--- config.mk ---
export PLATFORM = sky130hd
export DESIGN_NAME = rom_channel_scheduler
export DESIGN_NICKNAME = d
export VERILOG_FILES = /design/src/rtl/rom_channel_scheduler_pkg.sv /design/src/rtl/rom_channel_scheduler_phase_acc_bank.sv /design/src/rtl/rom_channel_scheduler.sv
export SDC_FILE = /design/constraint.sdc
export NUM_CORES = 1
export LEC_CHECK = 0
export BUFFER_PORTS_ARGS = -buffer_cell sky130_fd_sc_hd__buf_2
export CORE_MARGIN = 2
export CORE_UTILIZATION = 40
export DETAILED_ROUTE_END_ITERATION = 8
export PLACE_DENSITY_LB_ADDON = 0.3
export SLEW_MARGIN = 5
export SYNTH_ARGS = -nofsm -noshare
export SYNTH_HDL_FRONTEND = slang
export SYNTH_HIERARCHICAL = 1
export SYNTH_SLANG_ARGS = --single-unit
--- constraint.sdc ---
create_clock -name clk -period 13.6 [get_ports clk]
set_input_delay 2.72 -clock clk [delete_from_list [all_inputs] [get_ports clk]]
set_output_delay 2.72 -clock clk [all_outputs]
set_load 0.005 [all_outputs]
--- src/rtl/rom_channel_scheduler_pkg.sv ---
// Shared types for the ROM channel scheduler: FSM states, ROM latency and
// the per-stage pipeline tag.
package rom_channel_scheduler_pkg;

  localparam int ROM_LATENCY = 1;
  localparam int CH_TAG_W    = 8;

  typedef enum logic [1:0] {
    ST_IDLE  = 2'd0,
    ST_ISSUE = 2'd1,
    ST_DRAIN = 2'd2
  } sched_state_t;

  typedef struct packed {
    logic                valid;
    logic [CH_TAG_W-1:0] ch;
  } stage_t;

endpackage

--- src/rtl/rom_channel_scheduler_phase_acc_bank.sv ---
// Per-channel phase accumulators and frequency control words, with a config
// write/clear port and an issue-increment port for the scheduled slot.
module rom_channel_scheduler_phase_acc_bank #(
  parameter int NUM_CH = 4,
  parameter int ACC_W  = 24,
  parameter int AW     = 8,
  parameter int CHW    = 2
) (
  input  logic             clk,
  input  logic             reset,
  input  logic             cfg_we_i,
  input  logic [CHW-1:0]   cfg_ch_i,
  input  logic [ACC_W-1:0] cfg_fcw_i,
  input  logic             cfg_acc_clr_i,
  input  logic             inc_en_i,
  input  logic [CHW-1:0]   sel_i,
  output logic [AW-1:0]    phase_o
);

  logic [ACC_W-1:0] acc_q [NUM_CH];
  logic [ACC_W-1:0] fcw_q [NUM_CH];

  // Channel selects outside 0..NUM_CH-1 never match, so such writes are dropped.
  always_ff @(posedge clk or posedge reset) begin
    if (reset) begin
      for (int c = 0; c < NUM_CH; c++) begin
        acc_q[c] <= '0;
        fcw_q[c] <= '0;
      end
    end else begin
      for (int c = 0; c < NUM_CH; c++) begin
        if (cfg_we_i && int'(cfg_ch_i) == c) begin
          fcw_q[c] <= cfg_fcw_i;
        end
        if (cfg_we_i && cfg_acc_clr_i && int'(cfg_ch_i) == c) begin
          acc_q[c] <= '0;
        end else if (inc_en_i && int'(sel_i) == c) begin
          acc_q[c] <= acc_q[c] + fcw_q[c];
        end
      end
    end
  end

  always_comb begin
    phase_o = '0;
    for (int c = 0; c < NUM_CH; c++) begin
      if (int'(sel_i) == c) phase_o = acc_q[c][ACC_W-1 -: AW];
    end
  end

endmodule

--- src/rtl/rom_channel_scheduler.sv ---
// Time-multiplexes one registered waveform ROM between NUM_CH phase
// accumulator channels; one slot per cycle per frame, tagged samples out.
module rom_channel_scheduler
  import rom_channel_scheduler_pkg::*;
#(
  parameter int NUM_CH  = 4,
  parameter int ROMSIZE = 256,
  parameter int ACC_W   = 24,
  parameter int DATA_W  = 16,
  localparam int AW     = $clog2(ROMSIZE),
  localparam int CHW    = (NUM_CH > 1) ? $clog2(NUM_CH) : 1
) (
  input  logic              clk,
  input  logic              reset,
  input  logic              sample_tick,
  input  logic [NUM_CH-1:0] ch_enable,
  input  logic              cfg_we,
  input  logic [CHW-1:0]    cfg_ch,
  input  logic [ACC_W-1:0]  cfg_fcw,
  input  logic              cfg_acc_clr,
  output logic [AW-1:0]     rom_address,
  input  logic [DATA_W-1:0] rom_data,
  output logic              out_valid,
  output logic [CHW-1:0]    out_ch,
  output logic [DATA_W-1:0] out_sample,
  output logic              busy,
  output logic              frame_overrun
);

  localparam int DRAIN_CYC = ROM_LATENCY + 1;

  sched_state_t      state_q, state_d;
  logic [CHW-1:0]    slot_q, slot_d;
  logic [NUM_CH-1:0] en_q, en_d;
  logic [1:0]        drain_q, drain_d;
  logic              slot_en, issue_fire;
  logic [AW-1:0]     phase;
  stage_t            p0_d, p0_q, p1_q;
  logic [AW-1:0]     rom_address_q;
  logic              out_valid_q, overrun_q;
  logic [CHW-1:0]    out_ch_q;
  logic [DATA_W-1:0] out_sample_q;
  logic              unused_tag;

  rom_channel_scheduler_phase_acc_bank #(
    .NUM_CH(NUM_CH), .ACC_W(ACC_W), .AW(AW), .CHW(CHW)
  ) u_acc_bank (
    .clk          (clk),
    .reset        (reset),
    .cfg_we_i     (cfg_we),
    .cfg_ch_i     (cfg_ch),
    .cfg_fcw_i    (cfg_fcw),
    .cfg_acc_clr_i(cfg_acc_clr),
    .inc_en_i     (issue_fire),
    .sel_i        (slot_q),
    .phase_o      (phase)
  );

  assign busy = (state_q != ST_IDLE) | p0_q.valid | p1_q.valid | out_valid_q;

  always_comb begin
    slot_en = 1'b0;
    for (int c = 0; c < NUM_CH; c++) begin
      if (int'(slot_q) == c) slot_en = en_q[c];
    end
  end

  assign issue_fire = (state_q == ST_ISSUE) && slot_en;

  // Slots are consumed at a fixed rate even when disabled, so timing never depends on the mask.
  always_comb begin
    state_d = state_q;
    slot_d  = slot_q;
    en_d    = en_q;
    drain_d = drain_q;
    case (state_q)
      ST_IDLE: begin
        if (sample_tick && !busy) begin
          en_d    = ch_enable;
          slot_d  = '0;
          state_d = ST_ISSUE;
        end
      end
      ST_ISSUE: begin
        if (int'(slot_q) == NUM_CH - 1) begin
          state_d = ST_DRAIN;
          drain_d = '0;
        end else begin
          slot_d = slot_q + 1'b1;
        end
      end
      ST_DRAIN: begin
        if (int'(drain_q) == DRAIN_CYC - 1) state_d = ST_IDLE;
        else                                drain_d = drain_q + 2'd1;
      end
      default: state_d = ST_IDLE;
    endcase
  end

  always_comb begin
    p0_d       = '0;
    p0_d.valid = issue_fire;
    p0_d.ch    = CH_TAG_W'(slot_q);
  end

  assign unused_tag = ^p1_q.ch;

  always_ff @(posedge clk or posedge reset) begin
    if (reset) begin
      state_q       <= ST_IDLE;
      slot_q        <= '0;
      en_q          <= '0;
      drain_q       <= '0;
      p0_q          <= '0;
      p1_q          <= '0;
      rom_address_q <= '0;
      out_valid_q   <= 1'b0;
      out_ch_q      <= '0;
      out_sample_q  <= '0;
      overrun_q     <= 1'b0;
    end else begin
      state_q   <= state_d;
      slot_q    <= slot_d;
      en_q      <= en_d;
      drain_q   <= drain_d;
      overrun_q <= sample_tick & busy;
      // p0: address issued to the ROM
      p0_q <= p0_d;
      if (issue_fire) rom_address_q <= phase;
      // p1: ROM output register holds the data
      p1_q <= p0_q;
      // p2: tagged sample presented to the sinks
      out_valid_q <= p1_q.valid;
      if (p1_q.valid) begin
        out_ch_q     <= p1_q.ch[CHW-1:0];
        out_sample_q <= rom_data;
      end
    end
  end

  assign rom_address   = rom_address_q;
  assign out_valid     = out_valid_q;
  assign out_ch        = out_ch_q;
  assign out_sample    = out_sample_q;
  assign frame_overrun = overrun_q;

endmodule

* Yosys cells after proc, flatten, opt, wreduce, memory -nomap -nowiden
Index checks and enable logic that the tools add are counted.
Word-level totals: flip-flop bits (word level) 236, input port bits 51, output and inout bits 29, logic and storage cells 101
Cells by class: $add $sub $neg 6, equal/unequal tests 14, multiplexer cells 26, bitwise operators 4, reduce and logical (&&, ||, !) cells 30
Operators with widths (number):
- $mux 24 | 8
- $add 24x24->24 | 4
- $mux 8 | 4
- $logic_and 1x1->1 | 15
- $mux 2 | 7
- $reduce_bool 2->1 | 7
- $eq 2x2->1 const B | 6
- $ne 2x2->1 const B | 5
- $reduce_and 3->1 | 3
- $pmux 2 s2 | 2
- $eq 2x1->1 const B | 3
- $logic_not 2->1 | 3
- $pmux 2 s3 | 1
- $add 2x1->2 const B | 2
- $mux 1 | 4
- $or 1x1->1 | 3
- $reduce_and 2->1 | 1
- $and 1x1->1 | 1
- $logic_not 1->1 | 1

* Logic depth before layout (Yosys ltp)
Gate-level depths: netlist of run 1.
word-level depth 9, depth in mapped cells 13

* Modules after synthesis
The synthesis of run 1 kept the hierarchy.
Modules (own cells, without submodules):
- rom_channel_scheduler_phase_acc_bank | instances 1, cells each 1177, area an instance 11851.4 µm²
- rom_channel_scheduler | instances 1, cells each 116, area an instance 1750.4 µm²

* Least setup slack after synthesis of run 1
OpenSTA, ideal clock, no wires.
path kind in2reg, start input port cfg_ch[0], end register u_acc_bank/acc_q[44] in the netlist's numbering, setup time 124 ps, arrival 3924 ps, required time 13476 ps, slack 9552 ps, stages on the path 6, buffers on the path 1, path through nand3b_1 > or2_2 > clkbuf_1 > nand2_1 > nor3_1 > a211o_1
On the way: longest elaborated chain between the ends 3, elaborated cells between the ends (all ways) 4
Ends and longest elaborated chain:
- from (decl) | line rom_channel_scheduler.sv:18 | input logic [CHW-1:0] cfg_ch,
- $eq 2x2->1 * | line rom_channel_scheduler_phase_acc_bank.sv:35 | if (cfg_we_i && cfg_acc_clr_i && int'(cfg_ch_i) == c) begin
- $logic_and 1x1->1 * | line rom_channel_scheduler_phase_acc_bank.sv:35
- $mux 24 or $reduce_bool 2->1 (tied branches)
- to (signal, indexed assignment) | line rom_channel_scheduler_phase_acc_bank.sv:38 | acc_q[c] <= acc_q[c] + fcw_q[c];
- to (decl) | line rom_channel_scheduler_phase_acc_bank.sv:20 | logic [ACC_W-1:0] acc_q [NUM_CH];
Every way passes the cells marked *; elsewhere a longest branch is shown, timed or not. A chain may end at the register's enable or synchronous reset.

* Final worst setup path of run 1
start register p1_q[8] in the netlist's numbering, end output port busy
On the way: longest elaborated chain between the ends 2
Ends and longest elaborated chain:
- from (decl) | line rom_channel_scheduler.sv:38 | stage_t p0_d, p0_q, p1_q;
- from (signal assigned) | line rom_channel_scheduler.sv:131 | p1_q <= p0_q;
- $or 1x1->1 (2 in a row) | line rom_channel_scheduler.sv:59 | assign busy = (state_q != ST_IDLE) | p0_q.valid | p1_q.valid | out_valid_q;
- to (decl) | line rom_channel_scheduler.sv:26 | output logic busy,
Every way passes these cells.

==> out/qor.csv, run 1 <==
metric,value,unit
status,"complete, no violations",
HP Start,p0_q[1],
Setup WS post-layout,9.18,ns
Mapped Avg Cell Area,10.5,sq um
CP Cell Sequence,nor2_1 > nand2_1 > buf_2,
asr flop ratio synth,100,%
via count,10300,
dominant synthesized flop cell,dfrtp_1,
Synth Register Bits,236,
max-cap viol count,0,
PostCTS Resize Cnt,0,
I/O pin cnt,80,
CTS buffer count,26,
Post-Syn Instances,1293,
clk buf depth,3,
"CTS clk-pin slew, worst paths",0.06,ns
"Seq/Total Area, Yosys",43.4,%
Power Density,220,mW/mm^2
antenna violations before repair,0,
Cell variety after synth,71,
# rows,67,
largest net degree at the start of global routing,116,
post-synthesis adder-cell area fraction,9.51,%
crit-path max FO,20,
Post-Synth Simple-Gate Area,11.3,%
CTS Sinks,236,
Crit path required time,10.88,ns
period utilisation layout,32.5,%
final setup violation count,0,
Starting DRT DRC Count,600,
die width,188,um
multiplexer share of the synthesized area,12.4,%
ranking of synthesized cells by area,"dfrtp_1 43%, mux2_2 9.9%, ha_1 8.9%, a21oi_1 4.6%, nand2_1 3.8%",
final count of hold timing violations,0,
setup_tns,0,ns
"area leader, netlist",dfrtp_1,
nets,1517,
Tot Pwr,3.39,mW
"Arr. time, crit path",1.70,ns
Slew Limit Fails,0,
Worst Hold Class,flip-flop to flip-flop,
CP max-delay cell,dfrtp_1,
die area,0.0355,sq mm
Final Skew,0.00988,ns
"Hold-fix buffers, CTS",0,
DP Wirelength,25100,um
Clock Latency Late Sink,0.52,ns
DRC viols,0,
Die Y,188,um
Post-Route WL,34600,um
RePlAce Congestion,0.893,
largest family of logic cells by synthesized area,compound AO/OA/AOI/OAI gates,
Antenna Violating Nets Remaining,0,
"Cell Area, Synth",0.0136,sq mm
1st-pass router iterations,5,
relative slew slack,28.8,%
Fillers,3181,
Yosys top cell area share,43.4,%
measured slew at the worst slew-check pin,1.07,ns
critical path startpoint category,flip-flop,
max incr delay on CP,0.81,ns
pre-CTS setup slack,9.09,ns
Compound-Gate Fraction of Synth Area,17.2,%
leakage power,7.08,nW
Core Area,0.0335,sq mm
Port Buffers,79,
Via-to-Cell Ratio,5.62,
CP Launch Point,p1_q[8],
first-pass GRT wire length,55400,um
CTS H-tree depth,1,
"EDFF count, synth",0,
RSZ-0062 raised after global routing,false,
Max Clk Rate,226,MHz
Layout Area Growth over Synthesis,13.3,%
reg2reg start,slot_q[1],
layout cells sized above 1,21.2,%
WS Path Type,flip-flop to output port,
Post-CTS Setup Bufs,0,
most numerous cell in the Yosys netlist,dfrtp_1,
CTS Root Cell,clkbuf_16,
Period minus WS final,4.42,ns
Overall Global Routing Usage,19.5,%
CTS tree,built,
synth cell count leaders,"236 x dfrtp_1, 138 x nand2_1, 124 x a21oi_1, 119 x mux2_2, 97 x ha_1",
drt wl/cell,18.9,um
syn nets,1445,
Starting Density,40.6,%
VDD IR max,0.000117,V
GRT overflow,0,
Yosys warnings,6,
vias in the first global route,10000,
post-synthesis xor/xnor area fraction,4.19,%
CP Capture Type,output port,
[cells in the final DEF, fill, tap and decap left out, drive strengths merged, types with 8 or more instances in the layout]
cell,count
dfrtp,236
nand2,138
mux2,127
a21oi,125
ha,97
buf,92
nor2,56
o21ai,54
xnor2,45
a21o,37
clkbuf,33
nand3,32
inv,27
xor2,20
a22o,20
nor3,17
a211oi,17
o211ai,16
o21bai,14
a31oi,13
nor3b,11
or3,10
nand3b,8
and3,8
o21a,8
o22ai,8
mux4,8
[report_power, final]
| part | leakage (nW) | switching [mW] | internal, mW |
|---|---|---|---|
| Clock | 0.451 | 0.289 | 0.468 |
| Combinational | 3.67 | 0.812 | 0.703 |
| Sequential | 2.95 | 0.183 | 0.930 |
[flip-flops by register name (all words and copies together), names as in the netlist, 3 cells and up]
signal	flops
en_q	4
p0_q	3
u_acc_bank/fcw_q	96
rom_address	8
p1_q	3
out_sample	16
u_acc_bank/acc_q	96
[path summary, 6_finish.rpt]
check                                        to  slack, ns  cells past startpoint
min reg2reg                             p1_q[1]       0.35                      0
min                                     p1_q[1]       0.35                      0
max in group asynchronous  u_acc_bank/fcw_q[76]       9.82                      3
max                                        busy       9.18                      3
min in group asynchronous  u_acc_bank/acc_q[67]       2.31                      2
max reg2reg                u_acc_bank/acc_q[84]       9.83                      9
[cell type report]
| class | instances | area (sq um) | share of cell area [%] |
|---|---|---|---|
| tap | 448 | 561 | 3.64 |
| timing repair buffer | 92 | 493 | 3.20 |
| sequential | 236 | 5910 | 38.3 |
| clock inverter | 14 | 204 | 1.32 |
| multi-input combinational | 983 | 7420 | 48.1 |
| inverter | 26 | 105 | 0.682 |
| antenna | 1 | 2.50 | 0.0162 |
| clock buffer | 33 | 718 | 4.66 |
[per-layer routing]
layer | global-route usage, % | vias up | share of wire, %
met5 | 0 | - | 0
met4 | 5.65 | 0 | 3.0
met3 | 2.35 | 52 | 4.4
met2 | 32.5 | 285 | 46
met1 | 26.7 | 5063 | 46
li1 | - | 4904 | -
[critical path, delay by kind of cell (launching register included)]
family / cells / cell delay [ns]
flip-flops: 1 / 0.81
buffers and inverters: 1 / 0.11
AND/OR/NAND/NOR: 2 / 0.26
[logic make-up (layout without fill, tap and decap cells)]
kind of cell,count (synthesis),after routing
AND/OR/NAND/NOR,321,321
flip-flops,236,236
buffers and inverters,74,165
AO/OA/AOI/OAI,357,357
other,0,1
XOR/XNOR,65,65
adder cells (fa/ha/maj),101,101
multiplexers,139,139
[metrics by stage]
step	util, %	cells	instance area, sq um	hold WS (ns)
6_report	45.9	1833	15400	0.354
2_1_floorplan	-	1293	13600	0.331
3_3_place_gp	43.2	1785	14500	0.333
3_5_place_dp	43.2	1785	14500	0.346
4_1_cts	45.9	1832	15400	0.364
5_1_grt	45.9	1832	15400	0.364
No activity file was read; power rests on OpenSTA's default activity.
==> inputs of run 2 (changes only) <==
--- a/config.mk
+++ b/config.mk
@@ -5,6 +5,7 @@
 export SDC_FILE = /design/constraint.sdc
 export NUM_CORES = 1
 export LEC_CHECK = 0
+export ABC_AREA = 1
 export BUFFER_PORTS_ARGS = -buffer_cell sky130_fd_sc_hd__buf_2
 export CORE_MARGIN = 2
 export CORE_UTILIZATION = 40
==> constraint.sdc (replaced) <==
create_clock -name clk -period 4.6 [get_ports clk]
set_input_delay 0.92 -clock clk [delete_from_list [all_inputs] [get_ports clk]]
set_output_delay 0.92 -clock clk [all_outputs]
set_load 0.005 [all_outputs]
==> run 2 against run 1 <==
Effect of this change: sequential power grew to 2.8 times the previous value; count of clock-buffer cells in the layout is 5 higher; routed wire length rose by 29%; combinational power rose to 2.7 times the previous value; non-clock buffer count fell by 9; area after synthesis rose by 18%; die area is 17% higher; first-iteration DRC count is 52% higher; global-route usage grew 2.7 points; clock power grew to 3.1 times the previous value; register-to-register slack got worse by 8.0 ns.
==> out/qor.csv, run 2 <==
metric,value,unit,change
status,"complete, no violations",,
"Seq/Total Area, Yosys",36.9,%,-6.5 points
antenna violations before repair,7,,+7
R2R depth,11,,+2
die area,0.0416,sq mm,+17%
Yosys top cell area share,36.9,%,-6.5 points
GRT overflow,0,,unchanged
die width,204,um,+8.3%
vias in the first global route,14400,,+44%
CP Capture Type,flip-flop,,
final count of hold timing violations,0,,unchanged
Highest Signal Layer,met5,,
DP Wirelength,33100,um,+32%
Post-Place Cell Area,0.0168,sq mm,+16%
Post-Syn Instances,2338,,+81%
Max Clk Rate,366,MHz,
most numerous cell in the Yosys netlist,nand2_1,,
I/O pin cnt,80,,unchanged
RePlAce Congestion,0.897,,+0.47%
M1 wire length,20600,um,+29%
"Cell Area, Synth",0.0160,sq mm,+18%
Power Density,536,mW/mm^2,+140%
max-cap viol count,0,,unchanged
leakage power,9.94,nW,+40%
period utilisation layout,59.4,%,
Tot Pwr,9.56,mW,+180%
Overall Global Routing Usage,22.2,%,+2.7 points
met3 wire len,2540,um,+67%
most frequent cells in the layout,"973 x nand2_1, 339 x inv_1, 236 x dfrtp_1, 163 x nor2_1, 117 x nand3_1",,
setup_tns,0,ns,unchanged
CTS H-tree depth,1,,unchanged
Synth Register Bits,236,,unchanged
"EDFF count, synth",0,,unchanged
"Hold-fix buffers, CTS",0,,unchanged
RSZ-0062 raised after global routing,false,,
1st-pass router iterations,8,,+3
final core occ,45.0,%,-0.97 points
Cell variety after synth,41,,-42%
drt wl/cell,15.1,um,-20%
relative slew slack,21.5,%,-7.3 points
Via-to-Cell Ratio,4.93,,-12%
critical path startpoint category,flip-flop,,
# rows,73,,+9.0%
Worst Hold Class,input pin to asynchronous set/reset pin,,
via count,14600,,+42%
WS Path Type,flip-flop to flip-flop,,
Port Buffers,79,,unchanged
dominant synthesized flop cell,dfrtp_1,,
CP max-delay cell,a21oi_4,,
"CTS clk-pin slew, worst paths",0.06,ns,about the same
layout cells sized above 1,10.2,%,-11 points
CP Cell Sequence,inv_1 > ha_1 > inv_1 > nor2_1 > nor2_2 > nand2_4 > nand2_4 > nand2_2 > a21oi_4 > nand2_1 > o21ai_1,,
ranking of synthesized cells by area,"dfrtp_1 37%, nand2_1 23%, inv_1 8.0%, ha_1 7.6%, nor2_1 3.8%",,
PostCTS Resize Cnt,0,,unchanged
syn nets,2490,,+72%
Setup WS post-layout,1.87,ns,-7.32 ns
"area leader, netlist",dfrtp_1,,
Mapped Avg Cell Area,6.84,sq um,-35%
crit-path max FO,24,,+20%
metal2 WL,20300,um,+26%
CTS buffer count,28,,+7.7%
nets,2564,,+69%
Post-Route WL,44700,um,+29%
Post-CTS Setup Bufs,0,,unchanged
Clock Latency Late Sink,0.57,ns,+0.05 ns
DRC viols,0,,unchanged
final setup violation count,0,,unchanged
Slew Limit Fails,0,,unchanged
ant diodes,0,,-1
first-pass GRT wire length,74000,um,+34%
Antenna Violating Nets Remaining,0,,unchanged
VDD IR max,0.000350,V,+200%
Yosys warnings,6,,unchanged
CTS tree,built,,
asr flop ratio synth,100,%,unchanged
Crit path required time,5.08,ns,-5.80 ns
Period minus WS final,2.73,ns,
pre-CTS setup slack,1.86,ns,-7.23 ns
"leading cell type in the layout, fill and taps excluded",nand2_1,,
Layout Area Growth over Synthesis,11.5,%,
measured slew at the worst slew-check pin,1.18,ns,+0.112 ns
Die Y,204,um,+8.3%
area of all placed cells without fillers,0.0178,sq mm,+16%
Starting DRT DRC Count,912,,+52%
Final Skew,0.0227,ns,+0.0128 ns
synth cell count leaders,"973 x nand2_1, 341 x inv_1, 236 x dfrtp_1, 163 x nor2_1, 117 x nand3_1",,
clk buf depth,3,,unchanged
largest net degree at the start of global routing,152,,+31%
CTS Sinks,236,,unchanged
"Arr. time, crit path",3.22,ns,+1.52 ns
Core Area,0.0396,sq mm,+18%
Starting Density,40.3,%,-0.22 points
max incr delay on CP,0.75,ns,-0.06 ns
CTS Root Cell,clkbuf_16,,
[run 2: cell types whose count changed after synthesis, moves of 32 or more]
cell,delta
a21oi_1,-71
nor2_1,+107
nand3_1,+85
o21ai_1,+52
a21o_1,-36
inv_1,+315
clkbuf_1,-32
xnor2_1,-45
nand2_1,+835
mux2_2,-101
[run 2: layer usage]
metal | global-route usage, % | vias to the layer above
met5 | 0 | -
met4 | 6.13 | 8
met3 | 3.91 | 81
met2 | 37.5 | 345
met1 | 29.3 | 6728
li1 | - | 7426
[run 2: logic make-up (layout without fill, tap and decap cells)]
group                      after synthesis  after routing  synth area share (%)
buffers and inverters                  391            486                  9.83
adders and majority gates              101            101                  8.09
muxes                                   18             18                  1.27
DFF                                    236            236                  36.9
AOI/OAI and AO/OA                      211            211                  7.69
xor gates and xnor gates                 5              5                 0.274
and+or+nand+nor                       1376           1376                  35.9
[run 2: worst paths after layout]
path,startpoint,end,slack (ns)
hold / removal,reset,u_acc_bank/fcw_q[35],0.25
min in group clk,p0_q[0],p1_q[0],0.36
hold reg to reg,p0_q[0],p1_q[0],0.36
setup / recovery,slot_q[0],u_acc_bank/acc_q[61],1.87
setup reg to reg,slot_q[0],u_acc_bank/acc_q[61],1.87
max in group asynchronous,reset,u_acc_bank/acc_q[83],3.33
[run 2: final cells by class]
cell class	count	area (sq um)
inverters	352	1330
flip-flops and latches	236	5910
clock inverters	13	174
fillers	4163	21800
well taps	525	657
multi-input cells	1711	8520
repair buffers	83	438
clock buffers	38	810
[run 2: worst max-delay path: cells and delay by family (launching register included)]
kind	cells	cell delay [ns]
buffers and inverters	2	0.18
adders and majority gates	1	0.24
and+or+nand+nor	6	0.70
AOI/OAI and AO/OA	2	0.90
DFF	1	0.61
[run 2: per-stage QoR]
| step | hold slack (ns) | instances |
|---|---|---|
| after floorplan | 0.331 | 2338 |
| after global placement | 0.334 | 2907 |
| after detailed placement | 0.348 | 2907 |
| after CTS | 0.226 | 2958 |
| after global routing | 0.240 | 2958 |
| final | 0.250 | 2958 |
[run 2: power breakdown]
part,leakage (nW),total [mW],switching [mW],internal (mW)
combinational,6.41,4.03,2.58,1.45
sequential,3.05,3.16,0.482,2.68
clock,0.482,2.37,0.921,1.45
